**src/rtl/act_pkg.sv**
```systemverilog
// -----------------------------------------------------------------------------
// act_pkg
// Shared definitions for the streaming activation unit: the 2-bit activation
// mode type with its encodings, and the width helper for the per-beat
// clamped-lane count.
// -----------------------------------------------------------------------------
package act_pkg;

   typedef enum logic [1:0] {
      ACT_PASS  = 2'd0,
      ACT_RELU  = 2'd1,
      ACT_CLAMP = 2'd2,
      ACT_RSVD  = 2'd3
   } act_mode_t;

   // Bits needed to hold a count in 0..lanes.
   function automatic int count_w(input int lanes);
      return $clog2(lanes + 1);
   endfunction

endpackage

```
**src/rtl/act_clamp_lane.sv**
```systemverilog
// -----------------------------------------------------------------------------
// act_clamp_lane
// Purely combinational activation of one signed lane.
//   x       : signed input value
//   mode    : PASS / RELU / CLAMP (reserved code behaves as PASS)
//   lo, hi  : signed lower and upper bounds
//   y       : activated value
//   clamped : high when y differs from x
// -----------------------------------------------------------------------------
module act_clamp_lane
   import act_pkg::*;
#(
   parameter int DATA_W = 32
) (
   input  logic signed [DATA_W-1:0] x,
   input  act_mode_t                mode,
   input  logic signed [DATA_W-1:0] lo,
   input  logic signed [DATA_W-1:0] hi,
   output logic signed [DATA_W-1:0] y,
   output logic                     clamped
);

   function automatic logic signed [DATA_W-1:0] relu_fn(
      input logic signed [DATA_W-1:0] v,
      input logic signed [DATA_W-1:0] floor_v
   );
      return (v < floor_v) ? floor_v : v;
   endfunction

   // The floor is applied before the ceiling, so an inverted window
   // (lo > hi) always resolves to hi.
   function automatic logic signed [DATA_W-1:0] clamp_fn(
      input logic signed [DATA_W-1:0] v,
      input logic signed [DATA_W-1:0] floor_v,
      input logic signed [DATA_W-1:0] ceil_v
   );
      logic signed [DATA_W-1:0] t;
      t = relu_fn(v, floor_v);
      return (t > ceil_v) ? ceil_v : t;
   endfunction

   always_comb begin
      y = x;
      case (mode)
         ACT_RELU:  y = relu_fn(x, lo);
         ACT_CLAMP: y = clamp_fn(x, lo, hi);
         default:   y = x;
      endcase
      clamped = (y != x);
   end

endmodule

```
**src/rtl/act_clamp_stream.sv**
```systemverilog
// -----------------------------------------------------------------------------
// act_clamp_stream
// Multi-lane streaming activation (PASS / RELU / CLAMP) with a two-stage
// valid/ready pipeline, per-beat runtime bounds and saturation statistics.
//   clk, rst            : clock, asynchronous active-high reset
//   in_valid/in_ready   : input beat handshake
//   in_data, in_last    : LANES x DATA_W signed lanes, end-of-tensor marker
//   cfg_mode/lo/hi      : activation config, sampled with each accepted beat
//   out_valid/out_ready : output beat handshake
//   out_data, out_last  : activated lanes, delayed in_last
//   done                : one-cycle pulse after an out_last beat handshakes
//   busy                : at least one beat in flight
//   cnt_clr             : synchronous clear of the statistics counters
//   beat_cnt, sat_cnt   : output beats / modified lanes since last clear
// -----------------------------------------------------------------------------
module act_clamp_stream
   import act_pkg::*;
#(
   parameter int DATA_W = 32,
   parameter int LANES  = 4,
   parameter int CNT_W  = 32
) (
   input  logic                     clk,
   input  logic                     rst,
   input  logic                     in_valid,
   output logic                     in_ready,
   input  logic [LANES*DATA_W-1:0]  in_data,
   input  logic                     in_last,
   input  logic [1:0]               cfg_mode,
   input  logic signed [DATA_W-1:0] cfg_lo,
   input  logic signed [DATA_W-1:0] cfg_hi,
   output logic                     out_valid,
   input  logic                     out_ready,
   output logic [LANES*DATA_W-1:0]  out_data,
   output logic                     out_last,
   output logic                     done,
   output logic                     busy,
   input  logic                     cnt_clr,
   output logic [CNT_W-1:0]         beat_cnt,
   output logic [CNT_W-1:0]         sat_cnt
);

   localparam int CLAMP_W = count_w(LANES);

   logic                     vld_p1;
   logic [LANES*DATA_W-1:0]  data_p1;
   logic                     last_p1;
   act_mode_t                mode_p1;
   logic signed [DATA_W-1:0] lo_p1;
   logic signed [DATA_W-1:0] hi_p1;

   logic                     vld_p2;
   logic [LANES*DATA_W-1:0]  data_p2;
   logic                     last_p2;
   logic [CLAMP_W-1:0]       nclamp_p2;

   logic [LANES*DATA_W-1:0]  act_data;
   logic [LANES-1:0]         act_flag;
   logic [CLAMP_W-1:0]       act_count;

   logic s1_load;
   logic s2_load;
   logic out_hs;

   logic [CNT_W-1:0] beat_q;
   logic [CNT_W-1:0] sat_q;
   logic             done_q;

   function automatic logic [CLAMP_W-1:0] popcount(input logic [LANES-1:0] v);
      logic [CLAMP_W-1:0] n;
      n = '0;
      for (int i = 0; i < LANES; i++) begin
         n = n + CLAMP_W'(v[i]);
      end
      return n;
   endfunction

   // in_ready is forced low during reset; otherwise S1 can take a beat
   // whenever it is empty or will hand its beat to S2 this cycle.
   assign in_ready = !rst && (!vld_p1 || !vld_p2 || out_ready);
   assign s1_load  = in_valid && in_ready;
   assign s2_load  = vld_p1 && (!vld_p2 || out_ready);
   assign out_hs   = vld_p2 && out_ready;

   // ---- S1: sample input beat and its config ----
   always_ff @(posedge clk or posedge rst) begin
      if (rst) begin
         vld_p1 <= 1'b0;
      end else if (s1_load) begin
         vld_p1 <= 1'b1;
      end else if (s2_load) begin
         vld_p1 <= 1'b0;
      end
   end

   always_ff @(posedge clk) begin
      if (s1_load) begin
         data_p1 <= in_data;
         last_p1 <= in_last;
         mode_p1 <= act_mode_t'(cfg_mode);
         lo_p1   <= cfg_lo;
         hi_p1   <= cfg_hi;
      end
   end

   // ---- S1 -> S2: per-lane activation and clamp popcount ----
   for (genvar i = 0; i < LANES; i++) begin : g_lane
      act_clamp_lane #(
         .DATA_W (DATA_W)
      ) u_lane (
         .x       (data_p1[i*DATA_W +: DATA_W]),
         .mode    (mode_p1),
         .lo      (lo_p1),
         .hi      (hi_p1),
         .y       (act_data[i*DATA_W +: DATA_W]),
         .clamped (act_flag[i])
      );
   end

   assign act_count = popcount(act_flag);

   // ---- S2: registered outputs ----
   always_ff @(posedge clk or posedge rst) begin
      if (rst) begin
         vld_p2    <= 1'b0;
         data_p2   <= '0;
         last_p2   <= 1'b0;
         nclamp_p2 <= '0;
      end else begin
         if (s2_load) begin
            vld_p2    <= 1'b1;
            data_p2   <= act_data;
            last_p2   <= last_p1;
            nclamp_p2 <= act_count;
         end else if (out_hs) begin
            vld_p2 <= 1'b0;
         end
      end
   end

   // ---- Statistics and completion, driven by the output handshake ----
   always_ff @(posedge clk or posedge rst) begin
      if (rst) begin
         beat_q <= '0;
         sat_q  <= '0;
         done_q <= 1'b0;
      end else begin
         done_q <= out_hs && last_p2;
         // A clear wins over a handshake in the same cycle.
         if (cnt_clr) begin
            beat_q <= '0;
            sat_q  <= '0;
         end else if (out_hs) begin
            beat_q <= beat_q + CNT_W'(1);
            sat_q  <= sat_q + CNT_W'(nclamp_p2);
         end
      end
   end

   assign out_valid = vld_p2;
   assign out_data  = data_p2;
   assign out_last  = last_p2;
   assign done      = done_q;
   assign busy      = vld_p1 || vld_p2;
   assign beat_cnt  = beat_q;
   assign sat_cnt   = sat_q;

endmodule
```
**config.mk**
```make
export PLATFORM = sky130hd
export DESIGN_NAME = act_clamp_stream
export DESIGN_NICKNAME = d
export VERILOG_FILES = /design/src/rtl/act_pkg.sv /design/src/rtl/act_clamp_lane.sv /design/src/rtl/act_clamp_stream.sv
export SDC_FILE = /design/constraint.sdc
export NUM_CORES = 1
export LEC_CHECK = 0
export BUFFER_PORTS_ARGS = -buffer_cell sky130_fd_sc_hd__buf_4
export CAP_MARGIN = 30
export CORE_MARGIN = 3
export CORE_UTILIZATION = 28
export DETAILED_ROUTE_END_ITERATION = 10
export PLACE_DENSITY = 0.45
export SYNTH_ARGS = -nofsm -noshare
export SYNTH_HDL_FRONTEND = slang
export SYNTH_HIERARCHICAL = 1
export SYNTH_SLANG_ARGS = --single-unit
export TNS_END_PERCENT = 30
```
**constraint.sdc**
```tcl
create_clock -name clk -period 7.8 [get_ports clk]
set_input_delay 0.78 -clock clk [delete_from_list [all_inputs] [get_ports clk]]
set_output_delay 0.78 -clock clk [all_outputs]
set_load 0.1 [all_outputs]
```
==> results of run 1 <==
-- flip-flops by register name, indices dropped and copies added (netlist names), 2 cells and up --
name / flops
beat_cnt: 32
data_p1: 128
hi_p1: 32
lo_p1: 32
mode_p1: 2
nclamp_p2: 3
out_data: 128
sat_cnt: 32
-- cell type report --
type                            count  share of cell area (%)
Antenna cell                        4                  0.0280
Clock buffer                       67                    3.70
Clock inverter                     21                   0.468
Inverter                          413                    4.35
Multi-Input combinational cell   2138                    43.5
Sequential cell                   394                    30.3
Tap cell                         1357                    4.74
Timing Repair Buffer              591                    12.9
-- cells in the mapped netlist (24+ instances only) --
cell type	number	area, um^2
a211oi_1	38	285
a21oi_1	321	1610
a221oi_1	140	1230
a32oi_1	24	210
and4_1	26	228
buf_2	53	265
clkbuf_1	76	285
dfrtp_1	199	4980
edfxtp_1	195	5860
ha_1	266	3330
inv_1	413	1550
mux2_2	140	1580
nand2_1	252	946
nand3_1	50	250
nand4_1	79	494
nor2_1	84	315
nor4_1	25	156
o2111ai_1	32	280
o21ai_0	194	971
o22ai_1	80	500
o31ai_1	25	188
or4_1	38	285
-- worst paths after layout --
| kind | start | end | slack (ns) | depth (start not counted) |
|---|---|---|---|---|
| worst max-delay path | lo_p1[28] | nclamp_p2[1] | 0.10 | 25 |
| worst min register to register | last_p1 | out_last | 0.49 | 1 |
| worst min-delay path | rst | vld_p1 | 0.30 | 2 |
| max in group asynchronous | rst | out_data[11] | 6.21 | 3 |
| worst max register to register | lo_p1[28] | nclamp_p2[1] | 0.10 | 25 |
| min in group clk | in_data[109] | data_p1[109] | 0.34 | 1 |
-- stage by stage --
step	instance area [um^2]	cells	util [%]	worst slack [ns]
finish	35800	4985	35.6	0.105
global route	35800	4981	35.6	0.0507
CTS	35600	4963	35.4	0.0460
detailed placement	34100	4875	33.9	0.115
global placement	34100	4875	33.9	0.0590
floorplan	28600	3093	-	1.40
-- placed cells by master (no fill, tap or decap), types with 24 or more instances in the layout --
| master | Yosys | final |
|---|---|---|
| a211oi_1 | 38 | 38 |
| a21oi_1 | 321 | 321 |
| a221oi_1 | 140 | 134 |
| a32oi_1 | 24 | 24 |
| and4_1 | 26 | 26 |
| buf_4 | 1 | 576 |
| clkbuf_16 | 0 | 49 |
| dfrtp_1 | 199 | 199 |
| edfxtp_1 | 195 | 195 |
| ha_1 | 266 | 262 |
| inv_1 | 413 | 412 |
| mux2_2 | 140 | 140 |
| nand2_1 | 252 | 251 |
| nand3_1 | 50 | 50 |
| nand4_1 | 79 | 79 |
| nor2_1 | 84 | 84 |
| nor4_1 | 25 | 25 |
| o2111ai_1 | 32 | 32 |
| o21ai_0 | 194 | 194 |
| o22ai_1 | 80 | 80 |
| o31ai_1 | 25 | 25 |
| or4_1 | 38 | 38 |
-- cell families after synthesis --
logic type      after synthesis  synth area share [%]
mux                         160                  6.22
buf+inv                     561                  7.85
simple gates                638                  11.3
flops                       394                  37.9
compound gates             1054                  24.4
fa+ha+maj                   268                  11.8
xor+xnor                     18                 0.552
-- where the power goes --
part | internal [mW] | switching, mW | leakage, nW
logic | 0.982 | 2.79 | 10.7
clock network | 1.25 | 0.910 | 0.734
registers | 2.47 | 0.268 | 4.34
-- routing by layer --
metal / track usage, % / share of wire [%] / vias up
li1: - / - / 12710
met5: 0 / 0.037 / -
met1: 36.2 / 43 / 13945
met3: 5.42 / 8.3 / 374
met2: 41.5 / 43 / 1612
met4: 14.1 / 5.8 / 8
-- worst max-delay path, stage by stage, from the launching register on --
cell and delay (ns):
edfxtp_1 0.80, inv_1 0.16, ha_1 0.32, and4_1 0.20, a221o_1 0.37, or2_2 0.30, o211a_1 0.15, buf_12 0.20
o21ai_0 0.37, ha_1 0.33, a21o_1 0.19, a2111oi_0 0.44, nand3_1 0.33, o211a_4 0.39, buf_4 0.20, o2bb2ai_1 0.13
a31o_2 0.22, a2111oi_1 0.57, and4_1 0.33, a31oi_1 0.10, inv_1 0.19, fa_1 0.49, inv_1 0.11, ha_1 0.17
ha_1 0.23, mux2_2 0.26
-- what timing repair did --
| action | 4_1_cts | 5_1_grt |
|---|---|---|
| buffers inserted | 0 | 17 |
| setup endpoints to repair | 0 | 3 |
| gates resized for setup | 0 | 10 |
==> impl_results.rst, run 1 <==
.. list-table::
   :header-rows: 1

   * - Metric
     - Value
   * - Result of the run
     - completed
   * - Count of maximum capacitance violations
     - 0
   * - TritonCTS buffer count
     - 47
   * - Gpl congestion
     - 1.00
   * - Number of synthesized register bits
     - roughly 390
   * - Count of flip-flops with a built-in enable after synthesis
     - 195
   * - Global-route wire length before repair
     - 209000 um
   * - Clock transition at path regs
     - ~0.06 ns
   * - Clock tree from TritonCTS
     - yes
   * - Max Buffers Root-to-Sink
     - 3
   * - Sequential area share after synthesis
     - 37.9%
   * - Clock insertion delay at the later pin of the skew report
     - 0.62 ns
   * - Global route total overflow
     - 0
   * - Power after layout
     - between 8 and 9 mW
   * - Overall track demand over capacity in global routing
     - 27.1%
   * - Area enclosed by the die boundary
     - around 110000 um^2
   * - Mapped Area
     - 28600 um^2
   * - Die extent in y
     - 325 um
   * - Most used DFF post-synth
     - dfrtp_1
   * - Setup repair after global routing missed its margin
     - no
   * - Routed wire per std cell
     - between 20 and 30 um
   * - Total of buffers placed on input and output ports
     - 396
   * - Critical Setup Path Class
     - flip-flop to flip-flop
   * - Filler instances
     - 10495
   * - Total number of yosys warnings
     - 6
   * - Floorplan core area
     - a little over 100000 um^2
   * - Multi-input combinational cell area
     - ~16000 um^2
   * - Count of different cell masters after synthesis
     - 68
   * - Syn avg cell area
     - 9.24 um^2
   * - Element type at the critical path start
     - flip-flop
   * - Count of boundary I/O pins
     - 397
   * - Area used by sequential logic in the layout
     - 10800 um^2
   * - Cell count after synthesis
     - 3093
   * - Count of pins over their slew limit
     - 0
   * - H-tree depth
     - 2
   * - Starting Density
     - 28.4%
   * - TritonRoute pass-1 iters
     - 6
   * - Final worst-path cycle share
     - between 90% and 100%
   * - Routed via count divided by cell count
     - 5.75
   * - Final #Nets
     - 4053
   * - Final HPWL from detailed placement
     - 116000 um
   * - Leakage Power
     - 15.7 nW
   * - Critical Path Sink Type
     - flip-flop
   * - Hold bufs inserted after CTS
     - 0
   * - Maximum number of pins on one net before global-route repair
     - between 100 and 150
   * - Ratio of total power to cell area
     - 242 nW/um^2
   * - Area Overhead vs Synth
     - 25.3%
   * - Post-Route Hold Slack
     - 0.295 ns
   * - Share of cells above drive strength 1
     - between 20% and 30%
   * - Fraction of registers with async set or reset after synthesis
     - 50.5%
   * - Peak supply drop
     - 0.000270 V
   * - Total Negative Setup Slacks
     - 0 ns
   * - Data required time of the critical path
     - 8.28 ns
   * - Worst min path class
     - input pin to asynchronous set/reset pin
   * - Number of global-route vias before repair
     - between 20000 and 30000
   * - Routed wire length
     - 149000 um
   * - Slew at the pin closest to its max-slew limit
     - 1.07 ns
   * - Final-report setup violation count
     - 0
   * - Max frequency
     - 130 MHz
   * - Total clock sinks
     - approximately 390
   * - Chip Width
     - roughly 330 um
   * - Clock tree root buffer cell
     - clkbuf_16
   * - Number of antenna-violating nets in the routed design
     - 0
   * - Post-synthesis net count
     - between 3000 and 4000
   * - Overall via count from detail_route
     - 28649
   * - Shortest clock period the worst path allows after layout
     - between 7 and 8 ns
   * - Final-report hold violation count
     - 0
   * - Number of placement rows
     - roughly 120
   * - Initial DRC Count
     - 3112
   * - Maximum fanout along the worst path
     - 59
   * - Max-Slew Margin vs Limit
     - 28.9%
   * - Critical path arrival
     - slightly above 8 ns
   * - Fin Clk Skew
     - 0.0283 ns
   * - Initial antenna violation count
     - 7
   * - Remaining design rule violation count
     - 0
Power figures use the tool's default switching activity.
==> run 2: changes to the inputs <==
CTS_BUF_LIST = sky130_fd_sc_hd__clkbuf_2   (was default)
PLACE_DENSITY = 0.46   (was 0.45)
clock period = 6.57 ns   (was 7.8 ns; I/O delays follow)
==> run 2 against run 1 <==
The flow now finishes with violations (setup timing). Global-route usage grew 2.6 points. Power grew 21%. Clock power shrank 10%. Core utilization grew 9.2 points.
==> impl_results.rst, run 2 (synthesis results as in run 1) <==
.. list-table::
   :header-rows: 1

   * - Metric
     - Value
   * - Routed wire per std cell
     - 26.9 um (-10%)
   * - Clock transition at path regs
     - 0.11 ns (+0.05 ns)
   * - Post-Route Utilization
     - 44.8% (+9.2 points)
   * - Routed via count divided by cell count
     - 5.43 (-5.4%)
   * - Worst Hold End
     - hi_p1[14]
   * - Clock tree from TritonCTS
     - yes
   * - Count of pins over their slew limit
     - 0 (unchanged)
   * - Sw power
     - 4.99 mW (+26%)
   * - Overall via count from detail_route
     - 32931 (+15%)
   * - Placed inst area
     - 38400 um^2 (+13%)
   * - Clock insertion delay at the later pin of the skew report
     - 1.31 ns (+0.69 ns)
   * - Total Negative Setup Slacks
     - -0.609 ns (-0.609 ns)
   * - Post-Route Hold Slack
     - 0.195 ns (-0.100 ns)
   * - Worst min path class
     - input pin to flip-flop
   * - Routed wire length
     - 163000 um (+9.1%)
   * - Chip Width
     - 325 um (unchanged)
   * - Clock group share of total power
     - 18.5% (-6.4 points)
   * - Slew at the pin closest to its max-slew limit
     - 1.09 ns (+0.0284 ns)
   * - Power after layout
     - 10.5 mW (+21%)
   * - TritonCTS buffer count
     - 107 (+130%)
   * - Global-route wire length before repair
     - 231000 um (+11%)
   * - Initial antenna violation count
     - 8 (+1)
   * - Share of cells above drive strength 1
     - 36.2% (+13 points)
   * - Cell with the biggest individual delay on the critical path
     - fa_2
   * - Shortest clock period the worst path allows after layout
     - 6.83 ns (-0.868 ns)
   * - Area enclosed by the die boundary
     - 106000 um^2 (unchanged)
   * - Commonest non-fill, non-tap cell in the layout
     - buf_4
   * - Starting Density
     - 28.4% (unchanged)
   * - Launch point of the worst hold path
     - cfg_hi[14]
   * - Global route total overflow
     - 0 (unchanged)
   * - Maximum fanout along the worst path
     - 10 (-83%)
   * - Setup slack after layout
     - -0.257 ns (-0.362 ns)
   * - Count of boundary I/O pins
     - 397 (unchanged)
   * - Overall track demand over capacity in global routing
     - 29.8% (+2.6 points)
   * - Data required time of the critical path
     - 7.61 ns (-0.67 ns)
   * - Ratio of total power to cell area
     - 233 nW/um^2 (-3.8%)
   * - Number of global-route vias before repair
     - 32711 (+18%)
   * - Cells on Worst Hold Path
     - 2
   * - Final-report hold violation count
     - 0 (unchanged)
   * - Max frequency
     - 146 MHz (+13%)
   * - Remaining design rule violation count
     - 0 (unchanged)
   * - Final HPWL from detailed placement
     - 126000 um (+8.4%)
   * - Worst R2R End
     - nclamp_p2[2]
   * - Failing checks
     - setup timing
   * - Max-Slew Margin vs Limit
     - 27.0% (-1.9 points)
   * - Number of antenna-violating nets in the routed design
     - 0 (unchanged)
   * - Count of maximum capacitance violations
     - 0 (unchanged)
   * - Final-report setup violation count
     - 3 (+3)
   * - Share of total power consumed by net switching
     - 47.6% (+1.9 points)
   * - Clock tree root buffer cell
     - clkbuf_2
   * - Leakage Power
     - 20.6 nW (+31%)
   * - Top library cells by usage in the layout, fill and taps aside
     - buf_4 (1120), inv_1 (395), dlygate4sd3_1 (345)
   * - Post-route cell area
     - 45000 um^2 (+26%)
   * - Maximum number of pins on one net before global-route repair
     - 138 (+7.0%)
   * - Peak supply drop
     - 0.000250 V (-7.4%)
   * - H-tree depth
     - 3 (+1)
   * - Number of placement rows
     - 116 (unchanged)
   * - Setup repair after global routing missed its margin
     - yes
   * - Critical Path Sink Type
     - flip-flop
   * - Critical Setup Path Class
     - flip-flop to flip-flop
   * - Sequential power share
     - 30.5% (-1.1 points)
   * - Cell count after placement
     - 5419 (+11%)
   * - Number of cells in the finished layout apart from fillers
     - 6060 (+22%)
   * - Setup slack of the most critical reg-to-reg path
     - -0.26 ns (-0.36 ns)
   * - Final worst-path cycle share
     - 104% (+5.3 points)
   * - Critical path arrival
     - 7.87 ns (-0.30 ns)
   * - Length in cells of the worst reg-to-reg path
     - 33 (+32%)
   * - Internal Power
     - 5.49 mW (+17%)
   * - Total of buffers placed on input and output ports
     - 396 (unchanged)
   * - Die extent in y
     - 325 um (unchanged)
   * - Area Overhead vs Synth
     - 57.6%
   * - Gpl congestion
     - 1.02 (+1.8%)
   * - Start of the worst register-to-register path
     - lo_p1[19]
   * - Most repeated library cell on the critical path
     - buf_4
   * - Max stage delay on crit path
     - 0.59 ns (-0.21 ns)
   * - Fin Clk Skew
     - 0.172 ns (+0.144 ns)
   * - Initial DRC Count
     - 3124 (+0.39%)
   * - Max Buffers Root-to-Sink
     - 3 (unchanged)
   * - TritonRoute pass-1 iters
     - 7 (+1)
   * - Floorplan core area
     - 101000 um^2 (unchanged)
   * - Final #Nets
     - 5075 (+25%)
   * - Share of total power in combinational logic
     - 51.0% (+7.5 points)
   * - Post-Place Worst Slack
     - -0.763 ns (-0.878 ns)
   * - Total clock sinks
     - 394 (unchanged)
   * - Element type at the critical path start
     - flip-flop
   * - Result of the run
     - finished with violations
## run 2: cell count changes in the layout (fill, tap and decap cells not counted), moves of 12 or more
cell and change:
inv_1 -17, buf_4 +544, a211oi_1 -12, buf_6 +29
clkinv_1 +21, dlygate4sd3_1 +345, clkbuf_1 -15, o21ai_0 -45
inv_2 +15, buf_12 +28, clkbuf_2 +163, o21ai_1 +30
o21ai_2 +15, clkbuf_16 -49
## run 2: repair_timing
| action | in CTS | in global routing |
|---|---|---|
| hold endpoints to repair | 387 | 0 |
| endpoints found under the setup margin | 3 | 3 |
| hold buffers | 345 | 0 |
| pin swaps | 138 | 14 |
| gates cloned | 12 | 0 |
| gates resized for setup | 274 | 13 |
| setup buffers | 77 | 6 |
## run 2: metal layers
layer / vias to the layer above / global-route usage, % / share of wire [%]
li1: 14841 / - / -
met1: 16041 / 39.2 / 42
met2: 1661 / 46.7 / 44
met3: 386 / 5.54 / 7.9
met4: 2 / 15.1 / 5.8
met5: - / 0 / 0.0080
## run 2: how the worst max path moves through the flow
stage,startpoint,to
after floorplan,lo_p1[31],nclamp_p2[1]
after global placement,lo_p1[20],nclamp_p2[1]
after detailed placement,lo_p1[20],nclamp_p2[1]
after CTS,lo_p1[31],nclamp_p2[1]
after global routing,lo_p1[27],nclamp_p2[1]
final,lo_p1[19],nclamp_p2[2]
## run 2: area by class of cell
cell class                      instances  area, um^2
Antenna cell                            2        5.00
Clock buffer                          163         816
Clock inverter                         40         255
Fill cell                            9924       55600
Inverter                              413        1570
Multi-Input combinational cell       2140       16500
Sequential cell                       394       10800
Tap cell                             1357        1700
Timing Repair Buffer                 1551       13400
## run 2: power by group through the flow
stage / registers [mW] / logic [mW] / clock network, mW
after global routing: 3.23 / 5.58 / 2.18
after CTS: 3.20 / 5.29 / 2.03
after detailed placement: 3.25 / 4.87 / 0
final: 3.20 / 5.35 / 1.94
after global placement: 3.25 / 4.88 / 0
after floorplan: 5.07 / 1.26 / 0
## run 2: critical path: cells and delay by family, from the launching register on
| kind | cells | cell delay (ns) |
|---|---|---|
| compound gates | 13 | 2.08 |
| fa+ha+maj | 5 | 1.53 |
| mux | 1 | 0.25 |
| simple gates | 3 | 0.89 |
| flops | 1 | 0.43 |
| buf+inv | 11 | 1.51 |
